**src/rtl/fb_pkg.sv**
```systemverilog
// Shared framebuffer types: colour widths, the frame walker state encoding
// (also used by the rasterizer) and the pixel-plus-flags entry.
package fb_pkg;

    localparam int COLOR_W = 4;
    localparam int PIXEL_W = 3 * COLOR_W;

    typedef enum logic [1:0] {
        IDLE  = 2'd0,
        READ  = 2'd1,
        DRAIN = 2'd2
    } fb_state_t;

    typedef struct packed {
        logic [PIXEL_W-1:0] rgb;
        logic               line_last;
        logic               frame_last;
    } fb_pixel_t;

endpackage

```
**src/rtl/pixel_skid_fifo.sv**
```systemverilog
// Two-entry FIFO holding returned pixels between the framebuffer read port
// and the downstream stream; the caller guarantees it is never pushed when full.
module pixel_skid_fifo
    import fb_pkg::*;
(
    input  logic       i_clk,
    input  logic       i_arst_n,
    input  logic       i_push,
    input  fb_pixel_t  i_data,
    input  logic       i_pop,
    output fb_pixel_t  o_head,
    output logic [1:0] o_count
);

    fb_pixel_t  mem_q [2];
    logic       wr_ptr_q;
    logic       rd_ptr_q;
    logic [1:0] count_q;
    logic [1:0] count_d;
    logic       do_pop;

    assign do_pop = i_pop && (count_q != 2'd0);

    always_comb begin
        count_d = count_q;
        if (i_push && !do_pop) begin
            count_d = count_q + 2'd1;
        end else if (!i_push && do_pop) begin
            count_d = count_q - 2'd1;
        end
    end

    always_ff @(posedge i_clk or negedge i_arst_n) begin
        if (!i_arst_n) begin
            mem_q[0] <= '0;
            mem_q[1] <= '0;
            wr_ptr_q <= 1'b0;
            rd_ptr_q <= 1'b0;
            count_q  <= 2'd0;
        end else begin
            if (i_push) begin
                mem_q[wr_ptr_q] <= i_data;
                wr_ptr_q        <= ~wr_ptr_q;
            end
            if (do_pop) begin
                rd_ptr_q <= ~rd_ptr_q;
            end
            count_q <= count_d;
        end
    end

    assign o_head  = mem_q[rd_ptr_q];
    assign o_count = count_q;

endmodule

```
**src/rtl/framebuffer_reader.sv**
```systemverilog
// Walks the framebuffer in raster order with one-cycle-latency reads and
// streams the pixels out on valid/ready, using read credits against a 2-entry buffer.
module framebuffer_reader
    import fb_pkg::*;
#(
    parameter int VERT_RESOLUTION  = 60,
    parameter int HORIZ_RESOLUTION = 80
) (
    input  logic                                i_clk,
    input  logic                                i_arst_n,
    input  logic                                i_go,
    output logic [$clog2(VERT_RESOLUTION)-1:0]  o_vert_read_addr,
    output logic [$clog2(HORIZ_RESOLUTION)-1:0] o_horiz_read_addr,
    output logic                                o_read_en,
    input  logic [COLOR_W-1:0]                  i_red,
    input  logic [COLOR_W-1:0]                  i_green,
    input  logic [COLOR_W-1:0]                  i_blue,
    output logic [COLOR_W-1:0]                  o_red,
    output logic [COLOR_W-1:0]                  o_green,
    output logic [COLOR_W-1:0]                  o_blue,
    output logic                                o_valid,
    input  logic                                i_ready,
    output logic                                o_line_last,
    output logic                                o_frame_last,
    output logic                                o_busy,
    output logic                                o_done,
    output fb_state_t                           o_state
);

    localparam int VW = $clog2(VERT_RESOLUTION);
    localparam int HW = $clog2(HORIZ_RESOLUTION);
    localparam logic [VW-1:0] ROW_LAST = VW'(VERT_RESOLUTION - 1);
    localparam logic [HW-1:0] COL_LAST = HW'(HORIZ_RESOLUTION - 1);

    // Stream handshake: a pixel moves downstream on every rising edge where
    // o_valid && i_ready; o_valid never depends on i_ready and the head holds while stalled.

    fb_state_t     state_q;
    logic [VW-1:0] row_q;
    logic [HW-1:0] col_q;
    logic          inflight_q;
    logic          infl_line_q;
    logic          infl_frame_q;
    logic          done_q;

    fb_pixel_t     fifo_in;
    fb_pixel_t     fifo_head;
    logic [1:0]    fifo_count;
    logic          valid;
    logic          pop;
    logic          col_last;
    logic          row_last;
    logic [2:0]    credit_used;
    logic          read_en;

    assign valid    = (fifo_count != 2'd0);
    assign pop      = valid && i_ready;
    assign col_last = (col_q == COL_LAST);
    assign row_last = (row_q == ROW_LAST);

    // A slot freed by this cycle's pop can be reused by this cycle's read.
    assign credit_used = {1'b0, fifo_count} + {2'b00, inflight_q} - {2'b00, pop};
    assign read_en     = (state_q == READ) && (credit_used < 3'd2);

    assign fifo_in = {i_red, i_green, i_blue, infl_line_q, infl_frame_q};

    pixel_skid_fifo u_fifo (
        .i_clk    (i_clk),
        .i_arst_n (i_arst_n),
        .i_push   (inflight_q),
        .i_data   (fifo_in),
        .i_pop    (pop),
        .o_head   (fifo_head),
        .o_count  (fifo_count)
    );

    always_ff @(posedge i_clk or negedge i_arst_n) begin
        if (!i_arst_n) begin
            state_q      <= IDLE;
            row_q        <= '0;
            col_q        <= '0;
            inflight_q   <= 1'b0;
            infl_line_q  <= 1'b0;
            infl_frame_q <= 1'b0;
            done_q       <= 1'b0;
        end else begin
            inflight_q <= read_en;
            done_q     <= 1'b0;
            if (read_en) begin
                infl_line_q  <= col_last;
                infl_frame_q <= col_last && row_last;
            end
            case (state_q)
                IDLE: begin
                    // A start request coinciding with the done pulse is not a new frame.
                    if (i_go && !done_q) begin
                        state_q <= READ;
                    end
                end
                READ: begin
                    if (read_en) begin
                        if (col_last) begin
                            col_q <= '0;
                            if (row_last) begin
                                row_q   <= '0;
                                state_q <= DRAIN;
                            end else begin
                                row_q <= row_q + 1'b1;
                            end
                        end else begin
                            col_q <= col_q + 1'b1;
                        end
                    end
                end
                DRAIN: begin
                    if (pop && fifo_head.frame_last) begin
                        state_q <= IDLE;
                        done_q  <= 1'b1;
                    end
                end
                default: state_q <= IDLE;
            endcase
        end
    end

    assign o_vert_read_addr  = row_q;
    assign o_horiz_read_addr = col_q;
    assign o_read_en         = read_en;
    assign o_valid           = valid;
    assign o_red             = valid ? fifo_head.rgb[PIXEL_W-1 -: COLOR_W]           : '0;
    assign o_green           = valid ? fifo_head.rgb[PIXEL_W-COLOR_W-1 -: COLOR_W]   : '0;
    assign o_blue            = valid ? fifo_head.rgb[COLOR_W-1:0]                    : '0;
    assign o_line_last       = valid && fifo_head.line_last;
    assign o_frame_last      = valid && fifo_head.frame_last;
    assign o_busy            = (state_q != IDLE);
    assign o_done            = done_q;
    assign o_state           = state_q;

endmodule

```
**config.mk**
```make
export PLATFORM = sky130hd
export DESIGN_NAME = framebuffer_reader
export DESIGN_NICKNAME = d
export VERILOG_FILES = /design/src/rtl/fb_pkg.sv /design/src/rtl/pixel_skid_fifo.sv /design/src/rtl/framebuffer_reader.sv
export SDC_FILE = /design/constraint.sdc
export NUM_CORES = 1
export LEC_CHECK = 0
export ABC_CLOCK_PERIOD_IN_PS = 3000
export CELL_PAD_IN_SITES_DETAIL_PLACEMENT = 2
export CELL_PAD_IN_SITES_GLOBAL_PLACEMENT = 2
export CORE_ASPECT_RATIO = 1.1
export CORE_MARGIN = 5
export CORE_UTILIZATION = 34
export DETAILED_ROUTE_END_ITERATION = 8
export PLACE_DENSITY = 0.75
export SYNTH_ARGS = -nofsm -noshare
export SYNTH_HDL_FRONTEND = slang
export SYNTH_HIERARCHICAL = 1
export SYNTH_SLANG_ARGS = --single-unit
```
**constraint.sdc**
```tcl
create_clock -name i_clk -period 3 [get_ports i_clk]
set_input_delay 0.3 -clock i_clk [delete_from_list [all_inputs] [get_ports i_clk]]
set_output_delay 0.3 -clock i_clk [all_outputs]
set_load 0.05 [all_outputs]
```
==> metrics.log <==
[metrics] dominant combinational cell family by area after synthesis: multiplexers
[metrics] number of fill cells: 781
[metrics] Iter 0 DRT Violations: 7
[metrics] post-synthesis compound-gate area fraction: 0.0459
[metrics] cell family with the largest share of critical-path delay: simple AND/OR/NAND/NOR gates
[metrics] area of the multi-input gates: 1190 µm²
[metrics] share of flip-flops with an asynchronous set or reset after synthesis: 1.00
[metrics] maximum number of buffers from clock root to sink: 2
[metrics] final worst-path setup slack: 0.186 ns
[metrics] Critical Path End Type: primary output
[metrics] largest fanout on the critical path: 8
[metrics] worst-case reg-to-reg path depth: 9
[metrics] Post-Synthesis Net Count: 229
[metrics] Placed Cells incl. Taps: 345
[metrics] antenna viol nets, final: 0
[metrics] proportion of layout cells with a drive suffix above 1: 0.251
[metrics] post-route fraction of the period consumed by the critical path: 0.938
[metrics] minimum setup slack after placement: 0.0764 ns
[metrics] Critical Path Start Type: register
[metrics] Critical Path AT: 2.51 ns
[metrics] post-synthesis share of cell area spent on full adders, half adders and majority gates: 0.0227
[metrics] final cell count without fillers: 354
[metrics] mean instance size in the synthesized netlist: 12.1 µm²
[metrics] Initial Util: 0.345
[metrics] Max-cap violations: 0
[metrics] smallest hold slack: 0.506 ns
[metrics] Worst Path Required: 2.70 ns
[metrics] endpoints failing hold: 0
[metrics] count of antenna diodes in the layout: 0
[metrics] quantity of I/O buffers inserted on ports: 48
[metrics] setup repair after global routing missed its margin: no
[metrics] num rows: 33
[metrics] Core ar.: 7350 µm²
[metrics] relative slew slack: 0.568
[metrics] part of the Yosys area used for sequential elements: 0.503
[metrics] clock root cell: clkbuf_8
[metrics] flip-flop and latch count after synthesis: 51
[metrics] DRT Pass-1 Iters: 2
[metrics] Skew-Pair Late Insertion Delay: 0.30 ns
[metrics] Final Power: 1.24 mW
[metrics] floorplan die width: 92.4 µm
[metrics] number of distinct library cells after synthesis: 41
[metrics] Cell Pwr Density: 379 nW/µm²
[metrics] Die H: 101 µm
[metrics] most used flip-flop cell after synthesis: dfrtp_1
[metrics] cell area after synthesis: 2540 µm²
[metrics] sequential cell area in the final layout: 1280 µm²
[metrics] average wire per standard cell: 17.0 µm
[metrics] multiplexer share of the synthesized area: 0.206
[metrics] DRC violations left: 0
[metrics] number of cells on the critical path: 8
[metrics] portion of synthesized cell area occupied by the leading cell type: 0.503
[metrics] clock skew after layout: 0.00766 ns
[metrics] die footprint: 9290 µm²
[metrics] Cell Chain, Critical Path: or2_1 > and2_1 > nor2b_2 > fa_1 > nand3b_1 > nand2b_2 > inv_2 > buf_12
[metrics] number of enable-type register cells in the synthesized netlist: 0
[metrics] number of vias per cell: 5.00
[metrics] path type of the worst setup path: register to primary output
[metrics] pin count of the biggest net entering global routing: 24
[metrics] Leakage: 1.47 nW
[metrics] CTS tree: done
[metrics] CTS clk-pin slew, worst paths: 0.09 ns
[metrics] first-pass GRT wire length: 10.5 mm
[metrics] Worst Max-Slew Pin Slew: 0.646 ns
[metrics] via count of the first global-routing pass: 2,032
[metrics] half-perimeter wire length after placement: 4.50 mm
[metrics] # IOs: 49
[metrics] residual overflow from global routing: 0
[metrics] number of standard cells after synthesis: 209
[metrics] Routed Wire Length: 6.02 mm
[metrics] count of nets after finishing: 286
[metrics] Post-Synth XOR/XNOR Area: 0.0340
[metrics] f_max: 0.355 GHz
[metrics] status: completed
[metrics] dominant cell type by area after synthesis: dfrtp_1
[metrics] yosys synthesis warning count: 6
[metrics] Syn-to-layout area delta: 28.8%
[metrics] H-tree level count: 2
[metrics] max-slew violation count: 0
[metrics] most frequently used cell type in the post-synthesis netlist: dfrtp_1
[metrics] kind of path behind the tightest hold check: input port to asynchronous set/reset pin
[metrics] initial antenna violation count: 0
[metrics] cell types with the largest area share after synthesis: dfrtp_1, mux2_2, mux2_4
[metrics] Worst path slowest cell: fa_1
[metrics] CP max stage delay: 0.52 ns
[metrics] Setup Viol. Count Final: 0
[metrics] number of clock sinks: 51
[metrics] number of buffers inserted during clock tree synthesis: 5
[metrics] gr usage total: 0.141
[metrics] Synth top cells by count: dfrtp_1, mux2_2, and2_1
[metrics] Max rail drop VDD: 0.000164 V
[metrics] Setup TNS Final: 0 ns
[metrics] Min Clock Period, post-route: 2.81 ns
[metrics] Routability Congestion: 0.721
[metrics] simple-gate share of the synthesized area: 0.158
[metrics] via count: 1,769
[metrics] worst path bufs/invs: 2
## stage by stage
stage | utilization | instance area, µm²
2_1_floorplan | - | 2540
3_3_place_gp | 0.427 | 3140
3_5_place_dp | 0.427 | 3140
4_1_cts | 0.444 | 3260
5_1_grt | 0.445 | 3270
6_report | 0.445 | 3270
## worst register-to-register path, cell delays in order, from the launching register on
cell and delay, ns:
dfrtp_2 0.46, or2_1 0.26, and2_1 0.18, nor2b_2 0.17, fa_1 0.52, nand3b_1 0.12
nand2b_2 0.22, inv_2 0.14, and3_1 0.19, mux2_1 0.31
## cells by family (layout without fill, tap and decap cells)
| group | after synthesis | after routing |
|---|---|---|
| adders and majority gates | 4 | 4 |
| DFF | 51 | 51 |
| xor gates and xnor gates | 9 | 9 |
| buffers and inverters | 12 | 70 |
| AOI/OAI and AO/OA | 19 | 19 |
| muxes | 43 | 43 |
| and+or+nand+nor | 71 | 71 |
## area by class of cell
type,count,area share
multi-input combinational,146,0.364
clock buffer,6,0.0253
inverter,5,0.00574
clock inverter,2,0.0107
tap,87,0.0333
timing repair buffer,57,0.170
sequential,51,0.391
## flip-flops by register name, indices dropped and copies added (netlist names)
signal / count
o_vert_read_addr: 6
infl_line_q: 1
inflight_q: 1
infl_frame_q: 1
u_fifo/wr_ptr_q: 1
u_fifo/mem_q: 28
u_fifo/o_count: 2
o_state: 2
u_fifo/rd_ptr_q: 1
o_done: 1
o_horiz_read_addr: 7
## what timing repair did
| item | CTS | global route |
|---|---|---|
| endpoints found under the setup margin | 0 | 1 |
| setup buffers | 0 | 0 |
| hold buffers | 1 | 0 |
| gates resized for setup | 0 | 2 |
| endpoints found under the hold margin | 21 | 0 |
## report_power, final
| part | switching (mW) | total [mW] | internal, mW |
|---|---|---|---|
| sequential | 0.00378 | 0.699 | 0.695 |
| clock | 0.222 | 0.492 | 0.270 |
| combinational | 0.0219 | 0.0474 | 0.0256 |
## routing by layer
| metal | track usage | wire length, µm |
|---|---|---|
| met5 | 0 | 0 |
| met1 | 0.188 | 2830 |
| met3 | 0.0321 | 293 |
| met2 | 0.232 | 2840 |
| met4 | 0.0389 | 52 |
## cells in the final DEF, fill, tap and decap left out, types with 2 or more instances in the layout
cell / n
a21oi_1: 6
and2_1: 16
and3_1: 4
buf_4: 8
clkbuf_8: 6
clkdlybuf4s50_1: 46
dfrtp_1: 50
ha_1: 3
inv_1: 4
mux2_2: 32
mux2_4: 10
nand2_1: 15
nand2b_1: 2
nand3_1: 7
nand3b_1: 2
nand4b_1: 2
nor2_1: 6
nor2b_1: 2
nor2b_2: 2
nor3_1: 3
o21ai_0: 2
o21ai_1: 5
o41ai_1: 2
or2_1: 2
or3_1: 2
or4_1: 2
xnor2_1: 4
xor2_1: 4
## final timing paths
kind,start,end,slack [ns]
setup / recovery,u_fifo/o_count[0]$_DFFE_PN0P_,o_read_en,0.19
hold / removal,i_arst_n,u_fifo/mem_q[7]$_DFFE_PN0P_,0.51
setup reg to reg,u_fifo/o_count[0]$_DFFE_PN0P_,o_horiz_read_addr[4]$_DFFE_PN0P_,0.33
hold reg to reg,u_fifo/mem_q[13]$_DFFE_PN0P_,u_fifo/mem_q[13]$_DFFE_PN0P_,0.51
max in group asynchronous,i_arst_n,u_fifo/o_count[0]$_DFFE_PN0P_,1.82
min in group i_clk,u_fifo/mem_q[13]$_DFFE_PN0P_,u_fifo/mem_q[13]$_DFFE_PN0P_,0.51
Power figures use the tool's default switching activity.
